`config.mk`:
```
export PLATFORM = sky130hd
export DESIGN_NAME = expr_gen
export DESIGN_NICKNAME = d
export VERILOG_FILES = /design/src/rtl/expr_gen_pkg.sv /design/src/rtl/expr_gen_chk.sv /design/src/rtl/expr_gen.sv
export SDC_FILE = /design/constraint.sdc
export NUM_CORES = 1
export LEC_CHECK = 0
export ABC_AREA = 1
export CORE_MARGIN = 5
export CORE_UTILIZATION = 45
export DETAILED_ROUTE_END_ITERATION = 6
export HOLD_SLACK_MARGIN = 0.1
export PLACE_DENSITY = 0.81
export SETUP_SLACK_MARGIN = 0.5
export SYNTH_ARGS = -nofsm -noshare
export SYNTH_HDL_FRONTEND = slang
export SYNTH_SLANG_ARGS = --single-unit
```
`constraint.sdc`:
```
create_clock -name clk -period 2.4 [get_ports clk]
set_clock_uncertainty 0.2 [all_clocks]
set_input_delay 0.48 -clock clk [delete_from_list [all_inputs] [get_ports clk]]
set_output_delay 0.48 -clock clk [all_outputs]
set_load 0.05 [all_outputs]
```
`src/rtl/expr_gen_pkg.sv`:
```
// Shared definitions for the arithmetic expression character generator:
// FSM state encoding, ASCII constants and the default operand capacity.
package expr_gen_pkg;

   typedef enum logic [1:0] {
      IDLE   = 2'd0,
      EMIT_D = 2'd1,
      EMIT_O = 2'd2,
      DONE   = 2'd3
   } state_t;

   localparam logic [7:0] ASCII_ZERO = 8'd48;
   localparam logic [7:0] ASCII_PLUS = 8'd43;
   localparam logic [7:0] ASCII_STAR = 8'd42;

   localparam int MAX_OPND_DEF = 8;

endpackage

```
`src/rtl/expr_gen_chk.sv`:
```
// Combinational legality check of an expression request: operand count in
// range and every used operand a decimal digit.
module expr_gen_chk
   import expr_gen_pkg::*;
#(
   parameter int MAX_OPND = MAX_OPND_DEF
) (
   input  logic [3:0]            num_opnd,
   input  logic [4*MAX_OPND-1:0] opnd,
   output logic                  illegal
);

   localparam logic [3:0] MAX_N = 4'(MAX_OPND);

   // Digits beyond the requested count are don't-care and must not flag.
   always_comb begin
      illegal = (num_opnd == 4'd0) || (num_opnd > MAX_N);
      for (int k = 0; k < MAX_OPND; k++) begin
         if ((4'(k) < num_opnd) && (opnd[4*k +: 4] > 4'd9)) begin
            illegal = 1'b1;
         end
      end
   end

endmodule

```
`src/rtl/expr_gen.sv`:
```
// Emits "d op d op ... d" as an ASCII character stream with valid/ready
// handshake. Every output is registered from the next-state decode.
module expr_gen
   import expr_gen_pkg::*;
#(
   parameter int MAX_OPND = MAX_OPND_DEF
) (
   input  logic                  clk,
   input  logic                  clr_n,
   input  logic                  start,
   input  logic [3:0]            num_opnd,
   input  logic [4*MAX_OPND-1:0] opnd,
   input  logic [MAX_OPND-2:0]   op_sel,
   input  logic                  out_ready,
   output logic [7:0]            out,
   output logic                  out_valid,
   output logic                  busy,
   output logic                  done,
   output logic                  err
);

   state_t                state, state_nxt;
   logic [3:0]            idx, idx_nxt;
   logic [3:0]            n_lat, n_nxt;
   logic [4*MAX_OPND-1:0] opnd_lat, opnd_nxt;
   logic [MAX_OPND-2:0]   ops_lat, ops_nxt;
   logic                  err_nxt;
   logic                  accept;
   logic                  illegal;
   logic [3:0]            digit;
   logic                  op_bit;
   logic [7:0]            char_nxt;

   expr_gen_chk #(.MAX_OPND(MAX_OPND)) u_chk (
      .num_opnd (num_opnd),
      .opnd     (opnd),
      .illegal  (illegal)
   );

   // out_valid is a register, so the handshake never combines out_ready
   // straight into an output.
   always_comb begin
      state_nxt = state;
      idx_nxt   = idx;
      n_nxt     = n_lat;
      opnd_nxt  = opnd_lat;
      ops_nxt   = ops_lat;
      err_nxt   = 1'b0;
      accept    = out_valid && out_ready;
      case (state)
         IDLE: begin
            if (start) begin
               if (illegal) begin
                  err_nxt = 1'b1;
               end else begin
                  state_nxt = EMIT_D;
                  idx_nxt   = 4'd0;
                  n_nxt     = num_opnd;
                  opnd_nxt  = opnd;
                  ops_nxt   = op_sel;
               end
            end
         end
         EMIT_D: begin
            if (accept) begin
               state_nxt = (idx == n_lat - 4'd1) ? DONE : EMIT_O;
            end
         end
         EMIT_O: begin
            if (accept) begin
               idx_nxt   = idx + 4'd1;
               state_nxt = EMIT_D;
            end
         end
         DONE:    state_nxt = IDLE;
         default: state_nxt = IDLE;
      endcase
   end

   // Character for the cycle after the edge, taken from next-state data so a
   // stalled character is simply recomputed unchanged.
   always_comb begin
      digit  = 4'd0;
      op_bit = 1'b0;
      for (int k = 0; k < MAX_OPND; k++) begin
         if (idx_nxt == 4'(k)) digit = opnd_nxt[4*k +: 4];
      end
      for (int k = 0; k < MAX_OPND - 1; k++) begin
         if (idx_nxt == 4'(k)) op_bit = ops_nxt[k];
      end
      case (state_nxt)
         EMIT_D:  char_nxt = ASCII_ZERO + {4'd0, digit};
         EMIT_O:  char_nxt = op_bit ? ASCII_STAR : ASCII_PLUS;
         default: char_nxt = 8'd0;
      endcase
   end

   always_ff @(posedge clk) begin
      if (!clr_n) begin
         state     <= IDLE;
         idx       <= 4'd0;
         n_lat     <= 4'd0;
         opnd_lat  <= '0;
         ops_lat   <= '0;
         out       <= 8'd0;
         out_valid <= 1'b0;
         busy      <= 1'b0;
         done      <= 1'b0;
         err       <= 1'b0;
      end else begin
         state     <= state_nxt;
         idx       <= idx_nxt;
         n_lat     <= n_nxt;
         opnd_lat  <= opnd_nxt;
         ops_lat   <= ops_nxt;
         out       <= char_nxt;
         out_valid <= (state_nxt == EMIT_D) || (state_nxt == EMIT_O);
         busy      <= (state_nxt == EMIT_D) || (state_nxt == EMIT_O);
         done      <= (state_nxt == DONE);
         err       <= err_nxt;
      end
   end

endmodule

```
==> impl_summary.md, run 1 <==
STA
The achievable frequency is roughly 0.34 GHz. Setup violations remaining at the end of the flow were counted as 23. The count of pins over their slew limit is 0. The worst hold slack is around 230 ps. Across all setup checks in the final design, the least slack found is -562 ps. The count of final hold-check violations is 0.

Setup repair after global routing could not meet its margin everywhere. The relative slew slack is 55.9%. After layout, the worst path uses 123% of the clock period. The transition at the pin with the smallest max-transition slack is between 600 and 700 ps. The clock period minus final worst setup slack is ~3000 ps.

Global route
The total congestion overflow is 0. The wire length of the first global-routing pass is between 15000 and 20000 um. The number of global-route vias before repair is 3634.

The initial antenna violation count is 0. Global routing consumed, over all layers together, about a quarter of the routing resources. The pin count of the biggest net entering global routing is 46.

Clocking
Buffers inserted during clock tree synthesis total 9. The library cell used as clock root buffer is sky130_fd_sc_hd__clkbuf_8. The TritonCTS sink count is 57. The H-tree depth is 3.

In this run, post-CTS hold repair placed 0 buffers. The longest clock path from root to sink contains 2 buffers. After clock tree synthesis, the clock-pin slew on the worst setup and hold paths is about 70 ps. The clock tree from TritonCTS is built. The clock reaches the later pin of the worst-skew pair after between 300 and 400 ps.

Status
The checks that failed: negative setup slack. The flow ran to the end, but the final reports show violations.

Layout
0 antenna diodes ended up in the layout. The most frequent standard cell in the layout excluding fill and tap cells is sky130_fd_sc_hd__buf_4. The fill cell total of the finished layout is 330.

The finished cells cover about 5600 sq um. In the layout the commonest cells are sky130_fd_sc_hd__buf_4, sky130_fd_sc_hd__inv_1, sky130_fd_sc_hd__nor2_1, sky130_fd_sc_hd__dfxtp_1, sky130_fd_sc_hd__nand2_1. The area growth from synthesis to layout is 79.1%. The count of nets after finishing is approximately 660. In the final layout, the share of cells above drive strength 1 is 49.5%.

Die
The die covers between 8000 and 9000 sq um. The starting utilization of the core area is a little under half. From bottom edge to top edge, the die measures 93.4 um. During I/O placement, the number of pins put on the boundary was 59.

After floorplanning, the core was sized to cover approximately 6800 sq um. The number of rows in the core area is 30. The die width is 93.4 um.

Worst setup path
The launch point of the worst reg-to-reg path is n_lat[0]. In this run the worst setup path begins at opnd[21]. Data arrives at the worst endpoint at just over 3000 ps. The worst setup path is captured at a flip-flop. Traced cell by cell, the critical path runs through buf_2 > nor2_2 > nor2_1 > nand2_1 > nand2_1 > inv_1 > nand2_1 > nand2_2 > and2_4 > nand3_4 > buf_6 > buf_6 > buf_6 > buf_16 > buf_6 > nand2_2 > o21ai_2 > nor2_1 > nor2_1 > nand3_1 > nand2_1 > inv_1. For the worst flop-to-flop path, the logic depth is 13.

In this run the worst setup path terminates at out[2]. Of all nets on the critical path, the largest fanout is 6. The slowest stage of the critical path is the sky130_fd_sc_hd__nor2_2 cell. The worst setup path is launched from an input port. The data required time at the worst endpoint is about 2500 ps. The category of the most critical setup path is in -> reg. On the worst path, the slowest cell contributes a delay of approximately 230 ps. Across all register-to-register paths, the minimum setup slack is -290 ps. The endpoint of the lowest-slack register-to-register path is out[0].

Routing
The DRC violation total after the first TritonRoute iteration is 577. The number of vias after detailed routing is about 4200. Once detail routing completed, the nets flagged for antenna violations numbered 0. The iteration count of the initial detailed-routing pass is 6. The average wire length per cell after detail routing is between 20 and 25 um.

The total wire length is 15800 um. The vias per cell is ~6.0. The number of design rule violations left after detail routing is 0.

Synthesis
The total of warnings raised by yosys is 0. The post-synthesis instance area is about 3100 sq um. A synthesized cell averages a little under 7 sq um. After synthesis, the netlist uses 38 different library cells. The flop and latch count out of synthesis is 57. The share of the Yosys chip area taken by registers is a little over a third.

The post-synthesis instance total is 453.

Place
Once detailed placement completed, the half-perimeter wirelength came to roughly 6300 um. The placed instances occupy a cell area of between 4000 and 5000 sq um. Routability-driven placement finished with a final weighted congestion of between 0.8 and 0.9.

Prior to clock tree synthesis, the placed netlist has a worst setup slack of -786 ps. During placement, the flow inserted port buffers numbering 56.

Run
Max-cap violations in this run came to 0.

Min path
The launch instance of the worst min-delay path is num_opnd[0]. The classification of the worst-slack hold path is in -> reg.

Power and ir drop
VDD sags by at most 633 uV. The leakage power of the design is about 0.0026 uW. The power density over the cells is 464 nW/um^2.
cells in the mapped netlist, drive strengths merged:
master | n | area (sq um)
mux2i | 13 | 130
and2 | 4 | 28.8
nand3 | 31 | 173
buf | 13 | 96.3
nor2 | 85 | 368
o21ai | 31 | 155
xnor2 | 1 | 8.76
inv | 78 | 293
nand2 | 84 | 358
a21oi | 11 | 55.1
xor2 | 4 | 35.0
clkbuf | 5 | 18.8
nand3b | 2 | 15.0
o211ai | 2 | 15.0
nand4 | 3 | 18.8
nor3b | 1 | 7.51
nor3 | 3 | 15.0
dfxtp | 57 | 1140
ha | 5 | 62.6
o21bai | 3 | 22.5
conb | 1 | 3.75
clkinv | 2 | 7.51
or2 | 4 | 25.0
o21a | 10 | 75.1
what timing repair did:
item                                    in CTS  in global routing
resized for setup                          228                141
buffers inserted                            23                 18
pin swaps                                   57                 67
endpoints found under the setup margin      65                 57
cloned                                       3                  2
stage by stage:
stage	power, uW	std cells	setup TNS [ps]	util [%]
CTS	2430	684	0	72.8
detailed placement	1290	642	-15540	61.0
finish	2600	704	-4510	82.5
floorplan	1120	454	0	-
global placement	1280	642	-12440	61.0
global route	2640	704	-5310	82.5
routing by layer:
metal  track usage [%]  wire length, um  share of wire [%]
met4              17.8             1470                9.3
met2              44.6             7370                 47
met5                 0                0                  0
met3              6.19             1660                 11
met1              28.0             5250                 33
critical path, delay by kind of cell:
| family | cells | cell delay [ps] |
|---|---|---|
| AO/OA/AOI/OAI | 1 | 70 |
| buffers and inverters | 8 | 960 |
| AND/OR/NAND/NOR | 13 | 1550 |
kinds of logic after synthesis:
| group | after synthesis | share of synthesized area [%] |
|---|---|---|
| AO/OA/AOI/OAI | 57 | 10.3 |
| XOR/XNOR | 5 | 1.40 |
| adder cells (fa/ha/maj) | 5 | 2.00 |
| buffers and inverters | 98 | 13.3 |
| flip-flops | 57 | 36.5 |
| multiplexers | 13 | 4.16 |
| other | 1 | 0.120 |
| AND/OR/NAND/NOR | 217 | 32.2 |
power breakdown:
part / switching, uW / internal (uW)
sequential: 11.2 / 963
clock: 441 / 712
combinational: 252 / 218
layout make-up:
cell class | count | area, sq um | area share [%]
well taps | 96 | 120 | 2.14
repair buffers | 155 | 1480 | 26.4
flip-flops and latches | 57 | 1150 | 20.5
clock buffers | 10 | 138 | 2.46
inverters | 80 | 310 | 5.54
clock inverters | 6 | 105 | 1.88
multi-input cells | 300 | 2300 | 41.0
how the worst min path moves through the flow:
stage,to,slack [ps],depth (start not counted)
floorplan,n_lat[3],240,2
global placement,n_lat[3],250,2
detailed placement,n_lat[3],270,2
CTS,opnd_lat[2],240,3
global route,n_lat[0],240,3
finish,n_lat[0],230,3
flip-flops by register name, summed over array words and instances, names as in the netlist:
name / cells
state: 2
done: 1
ops_lat: 7
idx: 4
n_lat: 4
err: 1
out: 6
opnd_lat: 32
(Power assumes the default switching activity.)
==> run 2, diff against run 1 <==
--- a/config.mk
+++ b/config.mk
@@ -12,6 +12,7 @@
 export HOLD_SLACK_MARGIN = 0.1
 export PLACE_DENSITY = 0.81
 export SETUP_SLACK_MARGIN = 0.5
+export SLEW_MARGIN = 20
 export SYNTH_ARGS = -nofsm -noshare
 export SYNTH_HDL_FRONTEND = slang
 export SYNTH_SLANG_ARGS = --single-unit
==> results of run 2 <==
Final layout, timing and power as in run 1 (identical DEF).
==> run 3, diff against run 2 <==
--- a/config.mk
+++ b/config.mk
@@ -6,6 +6,7 @@
 export NUM_CORES = 1
 export LEC_CHECK = 0
 export ABC_AREA = 1
+export CORE_ASPECT_RATIO = 0.8
 export CORE_MARGIN = 5
 export CORE_UTILIZATION = 45
 export DETAILED_ROUTE_END_ITERATION = 6
==> run 3 against run 2 <==
Net effect: the flow still finishes with violations (negative setup slack); critical path depth shrank 3; flip-flop and latch count is the same; largest power group is now registers; combinational power shrank 9.3%; via count shrank 7.1%.
==> impl_summary.md, run 3 (same netlist as run 1, synthesis figures left out) <==
STA
The final critical-path setup slack is -203 ps. Hold timing on the final database bottoms out at a slack of 190 ps. In the finished design, the share of the clock period the worst path needs comes to 108%. The relative slew slack is between 60% and 70%.

The final number of setup-violating endpoints is 4. The achievable frequency is between 0.3 and 0.4 GHz. The transition at the pin with the smallest max-transition slack is roughly 510 ps. The smallest clock period supported by the final layout is computed as 2600 ps. The count of pins over their slew limit is 0. Setup repair after global routing could not meet its margin everywhere.

The count of final hold-check violations is 0.

Routing
Once detail routing completed, the nets flagged for antenna violations numbered 0. The vias per cell is between 5 and 6. Across all layers, the routed design uses about 3900 vias. For this block, the routed nets add up to ~14000 um of wire. The first routing iteration left between 300 and 400 violations.

Dividing the detail-routed wire length by the instance count gives between 20 and 25 um. The iteration count of the initial detailed-routing pass is 6. In the routed design, unresolved DRC markers number 0.

Worst setup path
The category of the most critical setup path is in -> reg. The worst endpoint data arrival time is approximately 2700 ps. STA puts the critical path data required time at between 2000 and 3000 ps. STA classifies the critical path endpoint as a flip-flop. STA classifies the critical path startpoint as an input port. The maximum net fanout on the critical path is 5.

Die
From left edge to right edge, the die measures between 100 and 150 um. The die area is just under 9000 sq um. The floorplan has 27 rows.

In this run the vertical extent of the chip is around 85 um. The starting utilization of the core area is a little under half. During I/O placement, the number of pins put on the boundary was 59.

In this run the standard cell core region covers ~6800 sq um.

Global route
The pin count of the biggest net entering global routing is 46. The total congestion overflow is 0. The first global-routing pass estimated about 18000 um of wire. The initial antenna violation count is 0. Global routing consumed, over all layers together, between 20% and 30% of the routing resources. The number of global-route vias before repair is 3594.

Power and ir drop
Net switching is 27.5% of the power. The clock network fraction of design power is between 40% and 50%. The internal portion of the total power is ~1700 uW. The power density over the cells is 436 nW/um^2. The maximum vdd drop is between 300 and 400 uV. Registers are responsible for 41.7% of the overall power. The power spent charging and discharging nets is ~640 uW. The power share of the combinational group is 18.3%. The leakage power of the design is approximately 0.0024 uW.

Layout
The most frequent standard cell in the layout excluding fill and tap cells is sky130_fd_sc_hd__inv_1. The top cell types in the final layout, fill and taps aside, are sky130_fd_sc_hd__inv_1, sky130_fd_sc_hd__buf_4, sky130_fd_sc_hd__nor2_1, sky130_fd_sc_hd__dfxtp_1, sky130_fd_sc_hd__nand2_1. The register with the most flip-flops is opnd_lat. Across the whole layout, storage elements account for 1150 sq um.

The layout has between 300 and 400 filler cells. The antenna diode count is 0. The largest registers in the layout are opnd_lat: 32 flops, ops_lat: 7 flops, out: 6 flops. Of the cells placed in the final design, the portion with a size suffix greater than 1 is 44.6%. In the final layout, the multi-input gates occupy approximately 2200 sq um.

The count of nets after finishing is ~640. The post-route standard cell area excluding fillers is ~5400 sq um. The flip-flop count of the largest register, all copies and words added is 32. Measured on the finished design, the core utilization comes to about four fifths.

Relative to the synthesized area, the layout overhead comes to 71.1%.

Status
The flow ran to the end, but the final reports show violations. The final reports fail on negative setup slack.

Clocking
Buffers inserted during clock tree synthesis total 9. The tree built by TritonCTS fans out to 57 sinks. The H-tree depth is 3. Clock-pin slew was measured on the worst setup and hold paths at roughly 70 ps. The library cell used as clock root buffer is sky130_fd_sc_hd__clkbuf_8.

The clock tree from TritonCTS is built. The clock latency on the worst-skew pair is 360 ps. The clock tree buffer depth is 2.

Place
During placement, the flow inserted port buffers numbering between 50 and 60. In this run the cell area measured after placement is 4100 sq um. After legalization and detailed placement, the total HPWL measured ~6300 um.

The global placement routability congestion is 0.901.

Run
Max-cap violations in this run came to 0.

Min path
The min-delay analysis places its worst path in the category in -> reg.
run 3: cell types whose count changed in the layout (fill, tap and decap cells not counted), moves of 5 or more:
cell / change
sky130_fd_sc_hd__buf_4: -6
sky130_fd_sc_hd__buf_6: -7
sky130_fd_sc_hd__inv_1: +7
sky130_fd_sc_hd__inv_2: -5
sky130_fd_sc_hd__nand2_1: +6
sky130_fd_sc_hd__o21ai_2: -7
run 3: path summary, 6_finish.rpt:
path,endpoint,slack [ps],startpoint,cells past startpoint
worst max register to register,out[1],-80,state[1],14
worst min-delay path,opnd_lat[10],190,opnd[10],3
worst min register to register,n_lat[3],280,n_lat[3],2
worst max-delay path,out[0],-200,opnd[7],19
run 3: per-layer routing:
metal  wire length, um  GRT usage (%)  up-vias
li1                  -              -     1672
met1              4780           29.8     1801
met2              6700           43.2      319
met3              1440           8.31      113
met4              1160           13.5        0
met5                 0              0        -
run 3: final cells by class:
class                           instances  area share, %
Clock buffer                           12           2.90
Tap cell                               87           2.03
Sequential cell                        57           21.5
Multi-Input combinational cell        300           41.6
Clock inverter                          3          0.748
Timing Repair Buffer                  142           25.5
Inverter                               80           5.70
run 3: per-stage QoR:
stage | setup WS (ps) | TNS [ps] | power, uW | std cells
2_1_floorplan | 111 | 0 | 1120 | 454
3_3_place_gp | -659 | -11740 | 1280 | 628
3_5_place_dp | -772 | -17170 | 1280 | 628
4_1_cts | 7.65 | 0 | 2220 | 662
5_1_grt | -334 | -1170 | 2390 | 681
6_report | -203 | -734 | 2340 | 681
run 3: critical path, stage by stage:
cell and delay [ps]:
sky130_fd_sc_hd__clkdlybuf4s15_1 210, sky130_fd_sc_hd__inv_1 70, sky130_fd_sc_hd__nor2_2 150, sky130_fd_sc_hd__nand2_1 90, sky130_fd_sc_hd__nand3_2 100, sky130_fd_sc_hd__nor2_4 40, sky130_fd_sc_hd__nand3_2 100, sky130_fd_sc_hd__nand2_4 90
sky130_fd_sc_hd__buf_4 160, sky130_fd_sc_hd__nand3_1 80, sky130_fd_sc_hd__nand2_2 130, sky130_fd_sc_hd__nor2_4 240, sky130_fd_sc_hd__buf_6 150, sky130_fd_sc_hd__nand3_1 130, sky130_fd_sc_hd__nand3_1 140, sky130_fd_sc_hd__nor2_1 70
sky130_fd_sc_hd__nand4_1 90, sky130_fd_sc_hd__nand2_1 80, sky130_fd_sc_hd__a21oi_2 120
run 3: power groups by stage:
stage          clock network (uW)  registers, uW  logic (uW)
2_1_floorplan                   0            996         128
3_3_place_gp                    0            990         286
3_5_place_dp                    0            991         291
4_1_cts                       912            971         335
5_1_grt                       969            974         448
6_report                      935            974         427
run 3: what timing repair did:
item	CTS	global route
endpoints found under the setup margin	65	61
resized for setup	215	110
buffers inserted	15	16
endpoints found under the hold margin	0	0
pin swaps	57	41
hold buffers	0	0
gates cloned	4	3
